$ cat src/rtl/alu_cmd_issuer_pkg.sv
// Package: alu_cmd_issuer_pkg
// Purpose: shared constants for the ALU_16B issue stage. Holds the ALU function
//   codes, flag bit positions, the issuer FSM state encoding and the command word
//   layout that is stored in the command FIFO.
// Ports: none (package).
package alu_cmd_issuer_pkg;

  localparam logic [3:0] FUN_ADD   = 4'b0000;
  localparam logic [3:0] FUN_SUB   = 4'b0001;
  localparam logic [3:0] FUN_MUL   = 4'b0010;
  localparam logic [3:0] FUN_DIV   = 4'b0011;
  localparam logic [3:0] FUN_AND   = 4'b0100;
  localparam logic [3:0] FUN_OR    = 4'b0101;
  localparam logic [3:0] FUN_NAND  = 4'b0110;
  localparam logic [3:0] FUN_NOR   = 4'b0111;
  localparam logic [3:0] FUN_XOR   = 4'b1000;
  localparam logic [3:0] FUN_XNOR  = 4'b1001;
  localparam logic [3:0] FUN_CMPEQ = 4'b1010;
  localparam logic [3:0] FUN_CMPG  = 4'b1011;
  localparam logic [3:0] FUN_CMPL  = 4'b1100;
  localparam logic [3:0] FUN_SHR   = 4'b1101;
  localparam logic [3:0] FUN_SHL   = 4'b1110;

  localparam int FLAG_CARRY = 0;
  localparam int FLAG_ARITH = 1;
  localparam int FLAG_LOGIC = 2;
  localparam int FLAG_CMP   = 3;
  localparam int FLAG_SHIFT = 4;

  typedef enum logic [1:0] {
    ST_IDLE = 2'd0,
    ST_EXEC = 2'd1,
    ST_CAPT = 2'd2,
    ST_RESP = 2'd3
  } state_t;

  typedef struct packed {
    logic [15:0] a;
    logic [15:0] b;
    logic [3:0]  fun;
  } cmd_t;

  localparam int CMD_W = $bits(cmd_t);

endpackage

$ cat src/rtl/alu_cmd_issuer_if.sv
// Interface: alu_cmd_issuer_if
// Purpose: command and response valid/ready channels of the ALU issue stage.
// Signals:
//   cmd_valid/cmd_ready/cmd_a/cmd_b/cmd_fun  command channel (source -> issuer)
//   rsp_valid/rsp_ready/rsp_out/rsp_flags/rsp_err  response channel (issuer -> sink)
// Modports: master = command source / response sink, slave = the issuer.
interface alu_cmd_issuer_if;
  logic        cmd_valid;
  logic        cmd_ready;
  logic [15:0] cmd_a;
  logic [15:0] cmd_b;
  logic [3:0]  cmd_fun;
  logic        rsp_valid;
  logic        rsp_ready;
  logic [15:0] rsp_out;
  logic [4:0]  rsp_flags;
  logic        rsp_err;

  modport master (
    output cmd_valid, cmd_a, cmd_b, cmd_fun, rsp_ready,
    input  cmd_ready, rsp_valid, rsp_out, rsp_flags, rsp_err
  );

  modport slave (
    input  cmd_valid, cmd_a, cmd_b, cmd_fun, rsp_ready,
    output cmd_ready, rsp_valid, rsp_out, rsp_flags, rsp_err
  );
endinterface

$ cat src/rtl/alu_cmd_issuer_fifo.sv
// Module: alu_cmd_issuer_fifo
// Purpose: synchronous command FIFO, DEPTH entries of WIDTH bits. Full/empty are
//   derived from the pointer difference (occupancy count); pointers carry one
//   extra wrap bit. Push while full and pop while empty are ignored.
// Ports:
//   CLK, RST       clock, async active-low reset
//   i_push, i_data write request and data
//   i_pop, o_data  read request and head data (show-ahead)
//   o_full, o_empty occupancy status
module alu_cmd_issuer_fifo #(
  parameter int DEPTH = 4,
  parameter int WIDTH = 36
) (
  input  logic             CLK,
  input  logic             RST,
  input  logic             i_push,
  input  logic [WIDTH-1:0] i_data,
  input  logic             i_pop,
  output logic [WIDTH-1:0] o_data,
  output logic             o_full,
  output logic             o_empty
);
  localparam int AW = $clog2(DEPTH);

  logic [AW:0]      r_wr_ptr;
  logic [AW:0]      r_rd_ptr;
  logic [AW:0]      w_count;
  logic             w_push_ok;
  logic             w_pop_ok;
  logic [WIDTH-1:0] r_mem [DEPTH];

  assign w_count   = r_wr_ptr - r_rd_ptr;
  assign o_full    = (w_count == (AW+1)'(DEPTH));
  assign o_empty   = (w_count == '0);
  assign w_push_ok = i_push & ~o_full;
  assign w_pop_ok  = i_pop & ~o_empty;
  assign o_data    = r_mem[r_rd_ptr[AW-1:0]];

  always_ff @(posedge CLK or negedge RST) begin
    if (!RST) begin
      r_wr_ptr <= '0;
      r_rd_ptr <= '0;
    end else begin
      if (w_push_ok) r_wr_ptr <= r_wr_ptr + 1'b1;
      if (w_pop_ok)  r_rd_ptr <= r_rd_ptr + 1'b1;
    end
  end

  // Storage needs no reset; only entries between the pointers are ever read.
  always_ff @(posedge CLK) begin
    if (w_push_ok) r_mem[r_wr_ptr[AW-1:0]] <= i_data;
  end
endmodule

$ cat src/rtl/alu_cmd_issuer.sv
// Module: alu_cmd_issuer
// Purpose: issue stage in front of ALU_16B. Queues commands, issues one at a
//   time on ALU_A/ALU_B/ALU_FUN, waits ALU_LAT edges, captures ALU_OUT/ALU_FLAGS
//   into a response register and hands it out over a valid/ready channel.
// Optional build macro: DIV0_TRAP_EN - a DIV with b==0 is answered locally
//   (rsp_out=0, Arith flag, rsp_err=1) without touching the ALU.
// Ports:
//   CLK, RST            clock, async active-low reset
//   bus (slave)         command and response channels
//   ALU_A/ALU_B/ALU_FUN registered operands/function to the ALU
//   ALU_OUT/ALU_FLAGS   ALU result and {Shift,CMP,Logic,Arith,Carry}
//   busy                FSM active or commands queued
//
// state   | meaning
// IDLE    | waiting for a queued command; pops and issues it
// EXEC    | ALU inputs held, latency counter running down
// CAPT    | ALU result valid; latched into response register at the edge
// RESP    | response offered, held until rsp_ready
module alu_cmd_issuer
  import alu_cmd_issuer_pkg::*;
#(
  parameter int DEPTH   = 4,
  parameter int ALU_LAT = 1
) (
  input  logic                CLK,
  input  logic                RST,
  alu_cmd_issuer_if.slave     bus,
  output logic [15:0]         ALU_A,
  output logic [15:0]         ALU_B,
  output logic [3:0]          ALU_FUN,
  input  logic [15:0]         ALU_OUT,
  input  logic [4:0]          ALU_FLAGS,
  output logic                busy
);
  localparam logic [2:0] LAT_INIT = 3'(ALU_LAT - 1);

  state_t      r_state;
  state_t      w_next_state;
  cmd_t        w_cmd_in;
  cmd_t        w_head;
  logic        w_full;
  logic        w_empty;
  logic        w_trap;
  logic        w_pop;
  logic        w_issue;
  logic        w_trap_rsp;
  logic        w_capt;
  logic        w_rsp_done;
  logic [2:0]  r_lat_cnt;
  logic [15:0] r_alu_a;
  logic [15:0] r_alu_b;
  logic [3:0]  r_alu_fun;
  logic [15:0] r_rsp_out;
  logic [4:0]  r_rsp_flags;

  assign w_cmd_in = '{a: bus.cmd_a, b: bus.cmd_b, fun: bus.cmd_fun};

  alu_cmd_issuer_fifo #(.DEPTH(DEPTH), .WIDTH(CMD_W)) u_fifo (
    .CLK     (CLK),
    .RST     (RST),
    .i_push  (bus.cmd_valid & bus.cmd_ready),
    .i_data  (w_cmd_in),
    .i_pop   (w_pop),
    .o_data  (w_head),
    .o_full  (w_full),
    .o_empty (w_empty)
  );

  assign bus.cmd_ready = ~w_full;

`ifdef DIV0_TRAP_EN
  assign w_trap = (w_head.fun == FUN_DIV) && (w_head.b == 16'h0000);
`else
  assign w_trap = 1'b0;
`endif

  always_ff @(posedge CLK or negedge RST) begin
    if (!RST) r_state <= ST_IDLE;
    else      r_state <= w_next_state;
  end

  always_comb begin
    w_next_state = r_state;
    case (r_state)
      ST_IDLE: if (!w_empty) w_next_state = w_trap ? ST_RESP : ST_EXEC;
      ST_EXEC: if (r_lat_cnt == 3'd0) w_next_state = ST_CAPT;
      ST_CAPT: w_next_state = ST_RESP;
      ST_RESP: if (w_rsp_done) w_next_state = ST_IDLE;
      default: w_next_state = ST_IDLE;
    endcase
  end

  always_comb begin
    w_pop      = 1'b0;
    w_issue    = 1'b0;
    w_trap_rsp = 1'b0;
    w_capt     = 1'b0;
    w_rsp_done = 1'b0;
    case (r_state)
      ST_IDLE: begin
        w_pop      = ~w_empty;
        w_issue    = ~w_empty & ~w_trap;
        w_trap_rsp = ~w_empty & w_trap;
      end
      ST_CAPT: w_capt     = 1'b1;
      ST_RESP: w_rsp_done = bus.rsp_ready;
      default: ;
    endcase
  end

  // ALU inputs only change on issue, so they hold through EXEC/CAPT/RESP and IDLE.
  always_ff @(posedge CLK or negedge RST) begin
    if (!RST) begin
      r_alu_a   <= '0;
      r_alu_b   <= '0;
      r_alu_fun <= '0;
      r_lat_cnt <= '0;
    end else if (w_issue) begin
      r_alu_a   <= w_head.a;
      r_alu_b   <= w_head.b;
      r_alu_fun <= w_head.fun;
      r_lat_cnt <= LAT_INIT;
    end else if (r_state == ST_EXEC && r_lat_cnt != 3'd0) begin
      r_lat_cnt <= r_lat_cnt - 1'b1;
    end
  end

  always_ff @(posedge CLK or negedge RST) begin
    if (!RST) begin
      r_rsp_out   <= '0;
      r_rsp_flags <= '0;
    end else if (w_capt) begin
      r_rsp_out   <= ALU_OUT;
      r_rsp_flags <= ALU_FLAGS;
    end else if (w_trap_rsp) begin
      r_rsp_out   <= '0;
      r_rsp_flags <= 5'(1 << FLAG_ARITH);
    end
  end

`ifdef DIV0_TRAP_EN
  logic r_rsp_err;
  always_ff @(posedge CLK or negedge RST) begin
    if (!RST)            r_rsp_err <= 1'b0;
    else if (w_capt)     r_rsp_err <= 1'b0;
    else if (w_trap_rsp) r_rsp_err <= 1'b1;
  end
  assign bus.rsp_err = r_rsp_err;
`else
  assign bus.rsp_err = 1'b0;
`endif

  assign bus.rsp_valid = (r_state == ST_RESP);
  assign bus.rsp_out   = r_rsp_out;
  assign bus.rsp_flags = r_rsp_flags;
  assign ALU_A         = r_alu_a;
  assign ALU_B         = r_alu_b;
  assign ALU_FUN       = r_alu_fun;
  assign busy          = (r_state != ST_IDLE) | ~w_empty;
endmodule

$ cat src/flat_wrapper.sv
// flat-port wrapper written by rule: the top's interface ports become plain ports
module alu_cmd_issuer_flat import alu_cmd_issuer_pkg::*;
#(
  parameter int DEPTH   = 4,
  parameter int ALU_LAT = 1
)
  (CLK, RST, ALU_A, ALU_B, ALU_FUN, ALU_OUT, ALU_FLAGS, busy, bus_cmd_valid, bus_cmd_a, bus_cmd_b, bus_cmd_fun, bus_rsp_ready, bus_cmd_ready, bus_rsp_valid, bus_rsp_out, bus_rsp_flags, bus_rsp_err);
  alu_cmd_issuer_if bus_i ();
  input  logic CLK;
  input  logic RST;
  output logic [15:0] ALU_A;
  output logic [15:0] ALU_B;
  output logic [3:0] ALU_FUN;
  input  logic [15:0] ALU_OUT;
  input  logic [4:0] ALU_FLAGS;
  output logic busy;
  input wire logic [$bits(bus_i.cmd_valid)-1:0] bus_cmd_valid;
  input wire logic [$bits(bus_i.cmd_a)-1:0] bus_cmd_a;
  input wire logic [$bits(bus_i.cmd_b)-1:0] bus_cmd_b;
  input wire logic [$bits(bus_i.cmd_fun)-1:0] bus_cmd_fun;
  input wire logic [$bits(bus_i.rsp_ready)-1:0] bus_rsp_ready;
  output wire logic [$bits(bus_i.cmd_ready)-1:0] bus_cmd_ready;
  output wire logic [$bits(bus_i.rsp_valid)-1:0] bus_rsp_valid;
  output wire logic [$bits(bus_i.rsp_out)-1:0] bus_rsp_out;
  output wire logic [$bits(bus_i.rsp_flags)-1:0] bus_rsp_flags;
  output wire logic [$bits(bus_i.rsp_err)-1:0] bus_rsp_err;
  assign bus_i.cmd_valid = bus_cmd_valid;
  assign bus_i.cmd_a = bus_cmd_a;
  assign bus_i.cmd_b = bus_cmd_b;
  assign bus_i.cmd_fun = bus_cmd_fun;
  assign bus_i.rsp_ready = bus_rsp_ready;
  assign bus_cmd_ready = bus_i.cmd_ready;
  assign bus_rsp_valid = bus_i.rsp_valid;
  assign bus_rsp_out = bus_i.rsp_out;
  assign bus_rsp_flags = bus_i.rsp_flags;
  assign bus_rsp_err = bus_i.rsp_err;
  alu_cmd_issuer #(.DEPTH(DEPTH), .ALU_LAT(ALU_LAT)) u_core (.CLK(CLK), .RST(RST), .bus(bus_i), .ALU_A(ALU_A), .ALU_B(ALU_B), .ALU_FUN(ALU_FUN), .ALU_OUT(ALU_OUT), .ALU_FLAGS(ALU_FLAGS), .busy(busy));
endmodule
$ cat config.mk
export PLATFORM = sky130hd
export DESIGN_NAME = alu_cmd_issuer_flat
export DESIGN_NICKNAME = d
export VERILOG_FILES = /design/src/rtl/alu_cmd_issuer_pkg.sv /design/src/rtl/alu_cmd_issuer_if.sv /design/src/rtl/alu_cmd_issuer_fifo.sv /design/src/rtl/alu_cmd_issuer.sv /design/src/flat_wrapper.sv
export SDC_FILE = /design/constraint.sdc
export NUM_CORES = 1
export LEC_CHECK = 0
export CAP_MARGIN = 20
export CORE_MARGIN = 2
export CORE_UTILIZATION = 40
export CTS_BUF_LIST = sky130_fd_sc_hd__clkbuf_4 sky130_fd_sc_hd__clkbuf_8
export DETAILED_ROUTE_END_ITERATION = 8
export PLACE_DENSITY = 0.74
export SLEW_MARGIN = 5
export SYNTH_ARGS = -nofsm -noshare
export SYNTH_HDL_FRONTEND = slang
export SYNTH_SLANG_ARGS = --single-unit
$ cat constraint.sdc
create_clock -name CLK -period 7.1 [get_ports CLK]
set_input_delay 1.42 -clock CLK [delete_from_list [all_inputs] [get_ports CLK]]
set_output_delay 1.42 -clock CLK [all_outputs]
set_load 0.05 [all_outputs]
---- Yosys cells after proc, flatten, opt, wreduce, memory -nomap -nowiden ----
Memory sizes are Yosys's and may differ from the RTL's. A register that Yosys moved wholly into a read port is not among the register bits.
Cells that the tools add are included.
cells by class
  add/subtract/negate cells ............... 4
  eq/ne operators ......................... 7
  muxes and demuxes ....................... 11
  bitwise gates (word level) .............. 6
  reductions and logical operators ........ 9
operator list
  kind                                                                   number
  2-bit case mux with 4 select lines                                     1
  3-bit by 1-bit adder with 3-bit output, second input constant          2
  3-bit zero test                                                        2
  2-bit 2-to-1 mux                                                       3
  3-bit 2-to-1 mux                                                       2
  1-bit 2-to-1 mux                                                       5
  2-bit equality test, second input constant                             2
  2-bit by 1-bit != test with 1-bit output, second input constant        2
  2-bit nonzero test                                                     2
  1-bit AND                                                              3
  3-bit equality test, second input constant                             1
  3-bit AND reduction                                                    1
  3-bit nonzero test                                                     1
  3-bit by 1-bit subtractor with 3-bit output, second input constant     1
  3-bit subtractor                                                       1
  2-bit by 1-bit equality test with 1-bit output, second input constant  1
  2-bit zero test                                                        1
  2-bit != test, second input constant                                   1
  1-bit inverter                                                         2
  1-bit logical AND                                                      1
  1-bit zero test                                                        1
  1-bit bitwise OR                                                       1
word-level totals
  bits in registers ....................... 32
  memory bits (writable) .................. 144
  memories ................................ 1
memories
  memory               words  bits a word  read ports  clocked after memory_dff  wr ports  line                       RTL
  u_core.u_fifo.r_mem  4      36           1           1                         1         alu_cmd_issuer_fifo.sv:30  logic [WIDTH-1:0] r_mem [DEPTH];

---- Logic depth before layout (Yosys ltp) ----
Gate-level depths: netlist of run 1.
  word-level depth ........................ 7
  gate-level depth with buffers ........... 9
  gate-level depth less buffers ........... 6

---- Cells and area by module ----
From an unflattened synthesis of run 1, not the netlist that was laid out.
unflattened totals
  cells, all modules ...................... 385
  area total of the unflattened synthesis .. 8115.3 um2
by module, submodules not included
  module               instances  cells an instance  area each (um2)
  alu_cmd_issuer_fifo  1          225                5624.1
  alu_cmd_issuer       1          160                2491.1

---- Worst setup path before layout of run 1 ----
Ideal clock, no wire load.
  path type ............................... flip-flop to flip-flop
  start ................................... reg u_core.u_fifo.r_rd_ptr[1]
  end ..................................... mem u_core.u_fifo.r_mem[3][0], enable pin
  arrival ................................. 3.396 ns
  slack ................................... 3.259 ns
  cell stages (with the launch flop) ...... 8
  path buffers ............................ 2
  clock period less this slack ............ 3.841 ns
  path through ............................ dfrtp_1 -> buf_2 -> buf_1 -> inv_1 -> ha_1 -> nor2b_1 -> xnor2_2 -> a21oi_1
on the way
  word-level cells in the longest chain between the ends .. 7
RTL lines
  what                                        line                                             RTL
  from (decl)                                 alu_cmd_issuer_fifo.sv:26                        logic [AW:0] r_rd_ptr;
  from (signal assigned)                      alu_cmd_issuer_fifo.sv:45                        if (w_pop_ok) r_rd_ptr <= r_rd_ptr + 1'b1;
  3-bit subtractor (*)                        alu_cmd_issuer_fifo.sv:32                        assign w_count = r_wr_ptr - r_rd_ptr;
  3-bit equality test (*)                     alu_cmd_issuer_fifo.sv:33                        assign o_full = (w_count == (AW+1)'(DEPTH));
  1-bit inverter (*)                          alu_cmd_issuer_fifo.sv:35, alu_cmd_issuer.sv:69
  1-bit AND                                   alu_cmd_issuer.sv:61                             .i_push (bus.cmd_valid & bus.cmd_ready),
  1-bit AND (*)                               alu_cmd_issuer_fifo.sv:35                        assign w_push_ok = i_push & ~o_full;
  1-bit 2-to-1 mux (*)                        alu_cmd_issuer_fifo.sv:51                        if (w_push_ok) r_mem[r_wr_ptr[AW-1:0]] <= i_data;
  1-bit 2-to-1 mux (not written as such) (*)  alu_cmd_issuer_fifo.sv:51
  to (decl)                                   alu_cmd_issuer_fifo.sv:30
Every way passes the cells marked *; elsewhere a longest branch is shown, timed or not.

---- Final worst setup path of run 1 ----
  start ................................... reg u_core.u_fifo.r_rd_ptr[1]
  end ..................................... out busy
on the way
  word-level cells in the longest chain between the ends .. 4
RTL lines
  what              line                       RTL
  3-bit subtractor  alu_cmd_issuer_fifo.sv:32
  3-bit zero test   alu_cmd_issuer_fifo.sv:34  assign o_empty = (w_count == '0);
  1-bit inverter    alu_cmd_issuer.sv:159      assign busy = (r_state != ST_IDLE) | ~w_empty;
  1-bit bitwise OR  alu_cmd_issuer.sv:159
  to (decl)         flat_wrapper.sv:16         output logic busy;
No other way between the ends.

==> run metrics, run 1 <==
HPWL Detailed=8777 µm; Synth area leaders=edfxtp_1 (53%), dfrtp_1 (21%), mux4_2 (9.9%); Util after Layout=0.5130; clk sinks=212; die span in x=147.2 µm; # Post-CTS Setup Buffers=0; initial DRC count=193; die footprint=21680 µm²; PortBufs=120; total leakage power=3.834 nW; status=finished, final reports clean; fraction of registers with async set/reset=0.3208; FMAX=217.6 MHz; total wire length=14380 µm; Syn-to-layout area delta=26.07%; top cell type's share of synthesized area=0.5268; P per Cell Area=504.0 nW/µm²; Avg Cell Area, Syn=21.54 µm²; drt first pass iters=6; PnR worst setup slack=2505 ps; vias per inst=4.716; Final Setup Violations=0; Crit. End Element=primary output; Cell Chain, Critical Path=inv_1 -> ha_1 -> nor2b_1 -> xor2_1 -> nand3_1 -> clkdlybuf4s50_1; Worst VDD drop=0.2406 mV; unrepaired setup endpoints after global routing=no; total inserted antenna cells=0; Worst Path Max Fanout=39; Ports=122; fraction of layout cells with a size suffix above 1=0.3013; cell family with most CP delay=flip-flops; post_cts resized=0; syn_nets=455; Netlist cell types=31; clk buf depth=3; Slowest cell on crit path=dfrtp_2; max-slew violation count=0; number of enable flip-flop cells after synthesis=144; Least-Margin Pin Slew=983.1 ps; Worst EP required=5680 ps; vias in the first global route=4313; DR vias=3872; worst path arrival time=3180 ps; largest net degree at the start of global routing=69; most common cell in the netlist=edfxtp_1; Std-Cell Rows=52; FF-to-FF End=u_core.u_fifo.r_mem[0][32]; Main synth FF type=edfxtp_1; antenna viol nets, final=0; post-synth top area cell=edfxtp_1; sequential area share after synthesis=0.7341; clock latency on the worst-skew pair=510 ps; max cap viols=0; fin nets=598; Commonest cells post-synth=edfxtp_1 (144), dfrtp_1 (68), mux2_4 (36), mux4_2 (36), mux2_2 (24); clock skew=13.27 ps; Syn. warnings=0; hold-fix buffers at CTS=0; WL per Instance=17.52 µm; post-place setup slack=2982 ps; CP startpoint kind=flip-flop; drc violations=0; CTS Root Cell=clkbuf_8; worst r2r src=u_core.u_fifo.r_rd_ptr[1]; GP Congestion=0.6912; CTS buffer count=35; Die H=147.2 µm; final setup TNS=0 ps; H-tree levels=2; HP Start=u_core.bus.rsp_out[1]; starting density of the core=0.4069; Final Hold Viols=0; Worst Reg-to-Reg Cells=6; remaining global-route overflow=0; CTS clk-pin slew, worst paths=60 ps; Hold Crit Endpoint=u_core.bus.rsp_out[1]; initial antenna violation count=0; Rel. slew slack=0.3446; R2R Setup Slk=3810 ps; Setup Crit Path Kind=reg -> out; CP Buf/Inv Count=2; Hold Crit Depth=1; synthesized cell area=8208 µm²; Worst Hold Class=reg -> reg; GRT Overall Usage=0.1351; Post-Synthesis Cells=381; final worst path period share=0.6472; area of the core=20170 µm²; first-pass GRT wire length=22630 µm; min cycle time layout=4595 ps; TritonCTS clock tree=yes; Synth Register Bits=212; CP peak stage delay=990 ps; post-route insts no fill=821; Cells after DPL=757
==> how the worst max path moves through the flow <==
stage	from	endpoint	cells past startpoint
2_1_floorplan	u_core.u_fifo.r_rd_ptr[1]	u_core.u_fifo.r_mem[3][0]	7
3_3_place_gp	u_core.u_fifo.r_rd_ptr[1]	bus_cmd_ready	6
3_5_place_dp	u_core.u_fifo.r_rd_ptr[1]	busy	6
4_1_cts	u_core.u_fifo.r_rd_ptr[1]	busy	6
5_1_grt	u_core.u_fifo.r_rd_ptr[1]	busy	6
6_report	u_core.u_fifo.r_rd_ptr[1]	busy	6
==> kinds of logic after synthesis <==
logic type,Yosys count,share of synthesized area
mux,96,0.1976
buf+inv,25,0.01707
other cells,1,0.0004569
flops,212,0.7341
compound gates,11,0.01037
xor+xnor,8,0.01037
simple gates,15,0.01021
fa+ha+maj,13,0.01982
==> power breakdown <==
| group | leakage, nW | internal (mW) | total, mW | switching, mW |
|---|---|---|---|---|
| sequential | 2.12 | 1.75 | 2.02 | 0.268 |
| clock | 0.361 | 0.554 | 1.00 | 0.449 |
| combinational | 1.35 | 1.01 | 2.19 | 1.19 |
==> cells in the final DEF, fill, tap and decap left out, types with 2 or more instances in the layout <==
cell	instances
and2_1	3
and2_2	3
buf_4	3
clkbuf_4	13
clkbuf_8	37
clkdlybuf4s50_1	119
clkinv_1	7
clkinv_2	5
dfrtp_1	66
edfxtp_1	144
ha_1	13
inv_1	9
mux2_2	24
mux2_4	36
mux4_2	36
nand2_1	4
nor2b_1	2
o21ai_0	2
xnor2_1	3
xnor2_2	2
xor2_1	3
==> sequential cells by signal, indices dropped and copies added (netlist names) <==
signal / flops
u_core.r_state: 2
u_core.bus.rsp_out: 16
u_core.ALU_FUN: 4
u_core.u_fifo.r_wr_ptr: 3
u_core.ALU_A: 16
u_core.ALU_B: 16
u_core.u_fifo.r_mem: 144
u_core.bus.rsp_flags: 5
u_core.r_lat_cnt: 3
u_core.u_fifo.r_rd_ptr: 3
==> layer usage <==
metal	wire, µm	GRT usage
met1	6087	0.1654
met2	7111	0.2273
met3	906	0.04286
met4	277	0.04808
met5	0	0
==> metrics by stage <==
| stage | power, mW | hold slack [ps] | cell area [µm²] |
|---|---|---|---|
| after floorplan | 3.630 | 492.4 | 8208 |
| after global placement | 4.214 | 487.8 | 9673 |
| after detailed placement | 4.274 | 494.5 | 9673 |
| after CTS | 5.297 | 508.3 | 10350 |
| after global routing | 5.475 | 517.5 | 10350 |
| final | 5.215 | 505.2 | 10350 |
==> layout make-up <==
class	instances	area, µm²
fillers	1613	9822
flip-flops and latches	212	6031
multi-input cells	144	2057
repair buffers	122	1214
clock buffers	50	606.8
well taps	270	337.8
clock inverters	14	67.56
inverters	9	33.78
Note: power is estimated with default switching activity, not from simulation.
==> run 2, diff against run 1 <==
--- a/config.mk
+++ b/config.mk
@@ -10,7 +10,7 @@
 export CORE_UTILIZATION = 40
 export CTS_BUF_LIST = sky130_fd_sc_hd__clkbuf_4 sky130_fd_sc_hd__clkbuf_8
 export DETAILED_ROUTE_END_ITERATION = 8
-export PLACE_DENSITY = 0.74
+export PLACE_DENSITY = 0.76
 export SLEW_MARGIN = 5
 export SYNTH_ARGS = -nofsm -noshare
 export SYNTH_HDL_FRONTEND = slang
==> constraint.sdc (replaced) <==
create_clock -name CLK -period 3.75 [get_ports CLK]
set_input_delay 0.75 -clock CLK [delete_from_list [all_inputs] [get_ports CLK]]
set_output_delay 0.75 -clock CLK [all_outputs]
set_load 0.05 [all_outputs]
==> run metrics, run 2 (synthesized netlist as in run 1, its figures left out) <==
status=finished, final reports clean; H-tree levels=2 (unchanged); DR vias=3952 (+2.1%); Ports=122 (unchanged); Rel. slew slack=0.3804 (+0.03585); area of the core=20170 µm² (unchanged); Crit. End Element=primary output; final setup TNS=0 ps (unchanged); drt first pass iters=4 (-2); most frequent cells in the layout=edfxtp_1 (144), clkdlybuf4s50_1 (119), dfrtp_1 (66); GRT Overall Usage=0.1416 (+0.006443); unrepaired setup endpoints after global routing=no; GP Congestion=0.6908 (about the same); R2R Setup Slk=1080 ps (-2730 ps); # Post-CTS Setup Buffers=0 (unchanged); number of flip-flops in the largest register=144 (unchanged); TritonCTS clock tree=yes; CTS clk-pin slew, worst paths=60 ps (about the same); vias in the first global route=4402 (+2.1%); largest net degree at the start of global routing=69 (unchanged); hold-fix buffers at CTS=0 (unchanged); first-pass GRT wire length=23850 µm (+5.4%); antenna viol nets, final=0 (unchanged); final worst path period share=0.8933; clk buf depth=3 (unchanged); initial antenna violation count=0 (unchanged); Least-Margin Pin Slew=929.3 ps (-53.77 ps); min cycle time layout=3350 ps; fraction of layout cells with a size suffix above 1=0.3117 (+0.01044); Worst Path Max Fanout=4 (-90%); drc violations=0 (unchanged); CTS Root Cell=clkbuf_8; die footprint=21680 µm² (unchanged); busiest grt layer=met2; HPWL Detailed=9311 µm (+6.1%); total wire length=14910 µm (+3.6%); max-slew violation count=0 (unchanged); FMAX=298.5 MHz; worst path arrival time=2600 ps (-580 ps); PortBufs=120 (unchanged); initial DRC count=215 (+11%); clock skew=21.51 ps (+8.245 ps); worst r2r src=u_core.u_fifo.r_wr_ptr[0]; Worst VDD drop=0.5896 mV (+150%); Register Area=6028 µm² (about the same); grt met3 use=0.03292 (-0.009938); GR met2 Demand/Resource=0.2411 (+0.01379); FF-to-FF End=u_core.u_fifo.r_mem[0][18]; starting density of the core=0.4069 (unchanged); fin nets=604 (+1.0%); clk sinks=212 (unchanged); die span in x=147.2 µm (unchanged); Worst Hold Class=in -> async; total leakage power=3.901 nW (+1.8%); met1 usage in global routing=0.1791 (+0.01370); Fillers=1621 (+0.50%); CP startpoint kind=flip-flop; clock latency on the worst-skew pair=510 ps (about the same); Die H=147.2 µm (unchanged); Worst EP required=3000 ps (-2680 ps); Util after Layout=0.5188 (+0.005770); remaining global-route overflow=0 (unchanged); area of the multi-input gates=2057 µm² (unchanged); commonest non-fill, non-tap cell in the layout=edfxtp_1; total inserted antenna cells=0 (unchanged); Std-Cell Rows=52 (unchanged); P per Cell Area=966.8 nW/µm² (+92%); max cap viols=0 (unchanged); Final Hold Viols=0 (unchanged); Final Setup Violations=0 (unchanged); WL per Instance=18.07 µm (+3.1%); post_cts resized=0 (unchanged); CTS buffer count=34 (-2.9%); Syn-to-layout area delta=27.48%; Setup Crit Path Kind=reg -> out; Worst Reg-to-Reg Cells=7 (+1); vias per inst=4.790 (+1.6%)
run 2: cell types whose count changed in the layout (fill, tap and decap cells not counted), sizes merged:
cell / previous run / this run
clkbuf: 50 / 48
inv: 10 / 11
clkinv: 12 / 9
bufinv: 0 / 2
clkinvlp: 1 / 0
buf: 3 / 10
run 2: area by class of cell:
class,instances,share of cell area
Clock buffer,48,0.05955
Clock inverter,13,0.01124
Timing Repair Buffer,129,0.1210
Inverter,9,0.003229
Tap cell,270,0.03229
Multi-Input combinational cell,144,0.1966
Sequential cell,212,0.5761
run 2: stage by stage:
step	power [mW]	area, µm²	std cells	setup slack (ps)	hold WS, ps
5_1_grt	10.61	10460	825	213.0	443.5
6_report	10.12	10460	825	400.1	391.1
3_3_place_gp	8.021	9723	764	988.4	487.9
4_1_cts	10.28	10460	825	347.4	393.8
2_1_floorplan	6.875	8212	381	684.0	454.4
3_5_place_dp	8.139	9723	764	925.9	493.9
run 2: worst max path at each step:
stage                               from                         to  slack (ps)  cells after the start
2_1_floorplan  u_core.u_fifo.r_rd_ptr[1]  u_core.u_fifo.r_mem[0][0]         680                      8
3_3_place_gp   u_core.u_fifo.r_wr_ptr[0]              bus_cmd_ready         990                      6
3_5_place_dp   u_core.u_fifo.r_wr_ptr[0]              bus_cmd_ready         930                      6
4_1_cts        u_core.u_fifo.r_wr_ptr[0]              bus_cmd_ready         350                      6
5_1_grt        u_core.u_fifo.r_wr_ptr[0]              bus_cmd_ready         210                      6
6_report       u_core.u_fifo.r_wr_ptr[0]              bus_cmd_ready         400                      6
run 2: per-layer routing:
layer	wire (µm)	up-vias	part of all wire
met3	899	30	0.060
met1	6296	2006	0.42
li1	-	1787	-
met2	7408	129	0.50
met5	0	-	0
met4	301	0	0.020
run 2: critical path, cell delays in order (launching register included):
cell,delay [ps]
dfrtp_1,400
inv_1,150
ha_1,160
nor2b_1,280
xnor2_2,180
nand2_1,100
clkdlybuf4s50_1,810
run 2: power breakdown:
group	internal [mW]	total [mW]	switching, mW
Clock	1.22	2.09	0.871
Combinational	1.94	4.43	2.49
Sequential	3.31	3.60	0.291
